==> src/rtl/ram32_arbiter.sv <==
// ---------------------------------------------------------------------------
// ram32_arbiter
//   Two-port round-robin access controller in front of one RAM32
//   (32 x 16-bit, latch-based). Each master holds a request until it is
//   granted; the arbiter then owns the RAM for one ACCESS cycle and returns
//   a one-cycle ack (with read data for reads) on the owning port.
//
//   Optional build macro: RAM32_ARB_INIT_EN
//     When defined, reset enters an INIT sweep that writes zero to every
//     word (one per cycle, DEPTH cycles) before any request is granted.
//
// Ports
//   i_clk, i_reset        clock, synchronous active-high reset
//   i_req0/1              port request, held with we/addr/wdata until gnt
//   i_we0/1               1 = write, 0 = read
//   i_addr0/1, i_wdata0/1 port address and write data
//   o_gnt0/1              combinational grant, accepted at this rising edge
//   o_ack0/1              registered one-cycle completion pulse
//   o_rdata0/1            read data, valid while ack is high after a read
//   o_ramAddr/o_ramIn     RAM32 address and write data
//   o_ramWrite            RAM32 write strobe
//   i_ramOut              RAM32 read data
//   o_busy                high in ACCESS (and INIT)
// ---------------------------------------------------------------------------
module ram32_arbiter #(
  parameter int DATA_W = 16,
  parameter int ADDR_W = 5,
  parameter int DEPTH  = 32
) (
  input  logic              i_clk,
  input  logic              i_reset,
  input  logic              i_req0,
  input  logic              i_we0,
  input  logic [ADDR_W-1:0] i_addr0,
  input  logic [DATA_W-1:0] i_wdata0,
  output logic              o_gnt0,
  output logic              o_ack0,
  output logic [DATA_W-1:0] o_rdata0,
  input  logic              i_req1,
  input  logic              i_we1,
  input  logic [ADDR_W-1:0] i_addr1,
  input  logic [DATA_W-1:0] i_wdata1,
  output logic              o_gnt1,
  output logic              o_ack1,
  output logic [DATA_W-1:0] o_rdata1,
  output logic [ADDR_W-1:0] o_ramAddr,
  output logic [DATA_W-1:0] o_ramIn,
  output logic              o_ramWrite,
  input  logic [DATA_W-1:0] i_ramOut,
  output logic              o_busy
);

  localparam logic [1:0] ST_IDLE   = 2'd0;
  localparam logic [1:0] ST_ACCESS = 2'd1;
`ifdef RAM32_ARB_INIT_EN
  localparam logic [1:0] ST_INIT   = 2'd2;
  localparam logic [1:0] ST_RESET  = ST_INIT;
`else
  localparam logic [1:0] ST_RESET  = ST_IDLE;
`endif

  logic [1:0]        r_state;
  logic              r_lastGrant;
  logic [ADDR_W-1:0] r_ramAddr;
  logic [DATA_W-1:0] r_ramIn;
  logic              r_opWe;
  logic              r_opPort;
  logic              r_ack0;
  logic              r_ack1;
  logic [DATA_W-1:0] r_rdata0;
  logic [DATA_W-1:0] r_rdata1;
`ifdef RAM32_ARB_INIT_EN
  logic [ADDR_W-1:0] r_initCnt;
`endif

  logic w_idle;
  logic w_gnt0;
  logic w_gnt1;
  logic w_initActive;

  // Round robin: a lone requester always wins; on a tie the port that was
  // not granted last time wins. Grants are suppressed during reset and
  // outside IDLE, so the two grants can never be high together.
  assign w_idle = (r_state == ST_IDLE) && !i_reset;
  assign w_gnt0 = w_idle && i_req0 && (!i_req1 || r_lastGrant);
  assign w_gnt1 = w_idle && i_req1 && (!i_req0 || !r_lastGrant);

`ifdef RAM32_ARB_INIT_EN
  assign w_initActive = (r_state == ST_INIT);
`else
  assign w_initActive = 1'b0;
`endif

  // The write strobe is only asserted while this block owns the RAM; gating
  // with reset keeps the strobe low the cycle after a reset lands mid-access.
  assign o_ramWrite = !i_reset && (((r_state == ST_ACCESS) && r_opWe) || w_initActive);

`ifdef RAM32_ARB_INIT_EN
  assign o_ramAddr = w_initActive ? r_initCnt : r_ramAddr;
  assign o_ramIn   = w_initActive ? '0 : r_ramIn;
`else
  assign o_ramAddr = r_ramAddr;
  assign o_ramIn   = r_ramIn;
`endif

  assign o_gnt0   = w_gnt0;
  assign o_gnt1   = w_gnt1;
  assign o_ack0   = r_ack0;
  assign o_ack1   = r_ack1;
  assign o_rdata0 = r_rdata0;
  assign o_rdata1 = r_rdata1;
  assign o_busy   = (r_state != ST_IDLE);

  // Main sequencer: IDLE latches the winning request, ACCESS lasts exactly
  // one cycle and hands the result back to the owning port, INIT (optional)
  // sweeps the whole RAM with zeros. Acks default low so they pulse.
  always_ff @(posedge i_clk) begin
    if (i_reset) begin
      r_state     <= ST_RESET;
      r_lastGrant <= 1'b1;
      r_ramAddr   <= '0;
      r_ramIn     <= '0;
      r_opWe      <= 1'b0;
      r_opPort    <= 1'b0;
      r_ack0      <= 1'b0;
      r_ack1      <= 1'b0;
      r_rdata0    <= '0;
      r_rdata1    <= '0;
`ifdef RAM32_ARB_INIT_EN
      r_initCnt   <= '0;
`endif
    end else begin
      r_ack0 <= 1'b0;
      r_ack1 <= 1'b0;
      case (r_state)
        ST_IDLE: begin
          if (w_gnt0 || w_gnt1) begin
            r_ramAddr   <= w_gnt1 ? i_addr1  : i_addr0;
            r_ramIn     <= w_gnt1 ? i_wdata1 : i_wdata0;
            r_opWe      <= w_gnt1 ? i_we1    : i_we0;
            r_opPort    <= w_gnt1;
            r_lastGrant <= w_gnt1;
            r_state     <= ST_ACCESS;
          end
        end
        ST_ACCESS: begin
          if (r_opPort) begin
            r_ack1 <= 1'b1;
            if (!r_opWe) begin
              r_rdata1 <= i_ramOut;
            end
          end else begin
            r_ack0 <= 1'b1;
            if (!r_opWe) begin
              r_rdata0 <= i_ramOut;
            end
          end
          r_state <= ST_IDLE;
        end
`ifdef RAM32_ARB_INIT_EN
        ST_INIT: begin
          r_initCnt <= r_initCnt + 1'b1;
          if (r_initCnt == ADDR_W'(DEPTH - 1)) begin
            r_state <= ST_IDLE;
          end
        end
`endif
        default: begin
          r_state <= ST_IDLE;
        end
      endcase
    end
  end

endmodule
==> config.mk <==
export PLATFORM = sky130hd
export DESIGN_NAME = ram32_arbiter
export DESIGN_NICKNAME = d
export VERILOG_FILES = /design/src/rtl/ram32_arbiter.sv
export SDC_FILE = /design/constraint.sdc
export NUM_CORES = 1
export LEC_CHECK = 0
export BUFFER_PORTS_ARGS = -buffer_cell sky130_fd_sc_hd__buf_2
export CAP_MARGIN = 5
export CORE_MARGIN = 2
export CORE_UTILIZATION = 49
export DETAILED_ROUTE_END_ITERATION = 7
export PLACE_DENSITY = 0.89
export REMOVE_ABC_BUFFERS = 1
export SLEW_MARGIN = 20
export SYNTH_ARGS = -nofsm -noshare
export SYNTH_HDL_FRONTEND = slang
export SYNTH_SLANG_ARGS = --single-unit
==> constraint.sdc <==
create_clock -name i_clk -period 4.7 [get_ports i_clk]
set_input_delay 1.41 -clock i_clk [delete_from_list [all_inputs] [get_ports i_clk]]
set_output_delay 1.41 -clock i_clk [all_outputs]
set_load 0.02 [all_outputs]
* Word-level counts from Yosys, hierarchy flattened
Cells that the tools add are included.
** Storage, ports and cells
- Register bits after elaboration :: 59
- Output and inout port bits :: 59
** Cells by class
- Mux-type cells :: 5
- Bitwise gates (word level) :: 4
- Reduce and logical (&&, ||, !) cells :: 20
** Operators by type and width (count)
- $mux 16 :: 1
- $logic_and 1x1->1 :: 7
- $reduce_and 3->1 :: 2
- $mux 5 :: 1
- $logic_not 1->1 :: 4
- $not 1->1 :: 4
- $reduce_or 2->1 :: 2
- $logic_or 1x1->1 :: 3
- $mux 1 :: 3
- $logic_not 2->1 :: 1
- $reduce_and 2->1 :: 1

* Depth between registers and ports, before layout
- Depth in word-level cells :: 6
- Depth in mapped cells :: 7
- Gate-level depth less buffers :: 3

* Worst setup path before layout
Ideal clock, no wire load.
- Path kind :: in2out
- Start :: in i_reset
- End :: out o_gnt1
- Arrival :: 2.296 ns
- Slack :: 0.994 ns
- Stages on the path :: 6
- Buffers on the path :: 3
- Cells stage by stage :: buf_2 nor2_1 buf_2 buf_2 nand3_1 inv_1
** On the way
- Cells in the longest elaborated chain, start to end :: 4
** RTL lines
- start: declaration :: line 31 : input logic i_reset,
- $logic_not 1->1 :: line 84 : assign w_idle = (r_state == ST_IDLE) && !i_reset;
- $logic_and 1x1->1 :: line 84
- $logic_and 1x1->1 (2 in series) :: line 86 : assign w_gnt1 = w_idle && i_req1 && (!i_req0 || !r_lastGrant);
- end: declaration :: line 43 : output logic o_gnt1,
Every way passes these cells.

* Worst setup path in the final report
- Start :: in i_req1
- End :: out o_gnt0
** On the way
- Cells in the longest elaborated chain, start to end :: 3
** RTL lines
- start: declaration :: line 39 : input logic i_req1,
- $logic_not 1->1 :: line 85 : assign w_gnt0 = w_idle && i_req0 && (!i_req1 || r_lastGrant);
- $logic_or 1x1->1 :: line 85
- $logic_and 1x1->1 :: line 85
- end: declaration :: line 36 : output logic o_gnt0,
Every way passes these cells.

==> results.sh <==
export IMPL_cts_htree_levels=3
export IMPL_min_path_cells=2
export IMPL_p_leak_uw=0.001435
export IMPL_drt_iter0_drc=113
export IMPL_ioPinCount=123
export IMPL_synth_area_um2=2559
export IMPL_worst_path_stages=4
export IMPL_antenna_cells=0
export IMPL_dp_slack_ps=1004
export IMPL_cp_arrival_ps=2320
export IMPL_layout_nets=466
export IMPL_finalSetupViolations=0
export IMPL_portBuffers=122
export IMPL_critPathRequiredTime_ps=3290
export IMPL_fmax_mhz=267.8
export IMPL_drive_gt1_frac=0.4015
export IMPL_vdd_ir_drop_max_v=0.0001748
export IMPL_worst_skew_pair_late_latency_ps=330
export IMPL_grtUsageTotal=0.2477
export IMPL_synthCells=297
export IMPL_synth_area_leader_cell="dfxtp_1"
export IMPL_worstSetupEndpointType="output port"
export IMPL_skew_ps=5.948
export IMPL_grt_pass1_vias=2482
export IMPL_cts_tree="done"
export IMPL_syn_mean_instance_area_um2=8.615
export IMPL_ys_warnings_count=0
export IMPL_seq_area_frac_synth=0.4616
export IMPL_wl_per_cell_um=14.67
export IMPL_power_uw=1232
export IMPL_cts_buffers=9
export IMPL_drc=0
export IMPL_fin_ws_ps=966.3
export IMPL_hpwl_mm=4.809
export IMPL_antenna_found_initial=0
export IMPL_hold_path_class="register to register"
export IMPL_gp_congestion=0.7749
export IMPL_max_stage_delay_ps=370
export IMPL_wl_mm=6.982
export IMPL_crit_chain="buf_2 -> inv_1 -> o211a_1 -> buf_2"
export IMPL_min_from="o_rdata0[14]$_SDFFE_PP0P_"
export IMPL_via_per_inst=5.525
export IMPL_rows=26
export IMPL_fin_crit_sh=0.7944
export IMPL_gr_total_overflow=0
export IMPL_clock_path_buffers=2
export IMPL_synth_area_top_cells="dfxtp_1, a311oi_2, a21oi_1"
export IMPL_grt_pass1_wl_mm=11.53
export IMPL_die_w_um=76.26
export IMPL_cp_slowest_cell="buf_2"
export IMPL_synth_async_reset_ratio=0
export IMPL_synth_edff_count=0
export IMPL_crit_family="buffers and inverters"
export IMPL_clock_sinks=59
export IMPL_hold_viol_final=0
export IMPL_start_util=0.5042
export IMPL_cts_setup_buffers=0
export IMPL_hold_buffers=0
export IMPL_crit_type="primary input to output port"
export IMPL_nFillCells=415
export IMPL_crit_fanout=25
export IMPL_ctsRootBufferMaster="clkbuf_8"
export IMPL_maxSlewViolCount=0
export IMPL_synth_ff_type="dfxtp_1"
export IMPL_syn_to_final_growth_pct=30.02
export IMPL_cp_num_buf_inv=3
export IMPL_dieArea_um2=5816
export IMPL_period_needed_ps=3734
export IMPL_ys_ff_latch=59
export IMPL_vias=2630
export IMPL_start_kind="primary input"
export IMPL_maxSlewHeadroom=0.3220
export IMPL_antenna_left=0
export IMPL_crit_path_start="i_req1"
export IMPL_drt_pass1_iterations=4
export IMPL_outcome="completed"
export IMPL_power_density_nw_per_um2=370.4
export IMPL_r2r_cells=3
export IMPL_yosysUniqueCellTypes=24
export IMPL_grt_setup_unrepaired="false"
export IMPL_yosysTopAreaCellShare=0.4616
export IMPL_clk_pin_slew_ps=60
export IMPL_rr_startpoint="r_state[0]$_SDFFE_PP0P_"
export IMPL_max_cap_violations=0
export IMPL_die_h_um=76.26
export IMPL_design_core_area_um2=5075
export IMPL_grt_max_degree=41
export IMPL_cts_resized=0
export IMPL_cpMostUsedCell="buf_2"
export IMPL_worst_pin_slew_ps=1013
[cells in the mapped netlist, types with 2 or more instances]
| library cell | number |
|---|---|
| nor2_1 | 2 |
| nand4_1 | 22 |
| buf_6 | 4 |
| clkbuf_1 | 19 |
| nand2_1 | 65 |
| and3b_1 | 3 |
| dfxtp_1 | 59 |
| inv_1 | 2 |
| a21oi_1 | 54 |
| buf_2 | 10 |
| o21ai_1 | 24 |
| a311oi_1 | 3 |
| a311oi_2 | 19 |
[cell usage in the layout, fill, tap and decap left out, drive strengths merged]
cell type,instances
buf,128
nand2,65
dfxtp,59
a21oi,54
o21ai,24
nand4,22
a311oi,22
clkbuf,13
and3b,3
inv,2
nor2,2
nor3b,2
nand3,1
o211a,1
or3b,1
a211o,1
or2,1
and2,1
nand3b,1
nand2b,1
bufinv,1
clkinv,1
[through the flow]
step / std cells / hold WS [ps] / utilization / setup TNS (ps) / cell area, um^2
6_report: 476 / 453.9 / 0.6556 / 0 / 3327
5_1_grt: 476 / 470.5 / 0.6556 / 0 / 3327
4_1_cts: 476 / 453.8 / 0.6556 / 0 / 3327
3_5_place_dp: 461 / 445.3 / 0.6174 / 0 / 3133
3_3_place_gp: 461 / 438.8 / 0.6174 / 0 / 3133
2_1_floorplan: 263 / 496.3 / - / -35.54 / 2387
[where the power goes]
part	switching, uW	total, uW	internal, uW
clock	187	457	270
sequential	20.7	552	531
combinational	142	223	81.0
total	350	1230	883
[sequential cells by signal, summed over array words and instances (netlist names)]
| signal | cells |
|---|---|
| o_ramAddr | 5 |
| r_state | 1 |
| r_opPort | 1 |
| o_rdata1 | 16 |
| o_ack1 | 1 |
| r_lastGrant | 1 |
| r_opWe | 1 |
| o_ack0 | 1 |
| o_ramIn | 16 |
| o_rdata0 | 16 |
[final cells by class]
cell class | instances | area [um^2] | area share
tap | 70 | 87.58 | 0.02633
sequential | 59 | 1181 | 0.3550
clock buffer | 13 | 158.9 | 0.04776
timing repair buffer | 128 | 655.6 | 0.1971
inverter | 2 | 7.507 | 0.002256
multi-input combinational | 202 | 1201 | 0.3610
clock inverter | 2 | 35.03 | 0.01053
[path summary, 6_finish.rpt]
path / end / slack (ps)
worst max-delay path: o_gnt0 / 970
worst min-delay path: o_rdata0[14]$_SDFFE_PP0P_ / 450
worst max register to register: o_rdata0[10]$_SDFFE_PP0P_ / 2940
worst min register to register: o_rdata0[14]$_SDFFE_PP0P_ / 450
[kinds of logic after synthesis]
family	after synthesis	share of synthesized area
compound gates	102	0.2817
simple gates	100	0.1868
flops	59	0.4616
buf+inv	36	0.06993
[worst register-to-register path, delay by kind of cell, from the launching register on]
kind	cells	cell delay, ps
compound gates	1	160
flops	1	490
simple gates	2	1040
[per-layer routing]
layer | track usage | vias up | part of all wire
met3 | 0.09834 | 12 | 0.091
met5 | 0 | - | 0
met4 | 0.09455 | 0 | 0.016
met2 | 0.4080 | 147 | 0.48
met1 | 0.2899 | 1191 | 0.41
li1 | - | 1280 | -
Note: power is estimated with default switching activity, not from simulation.
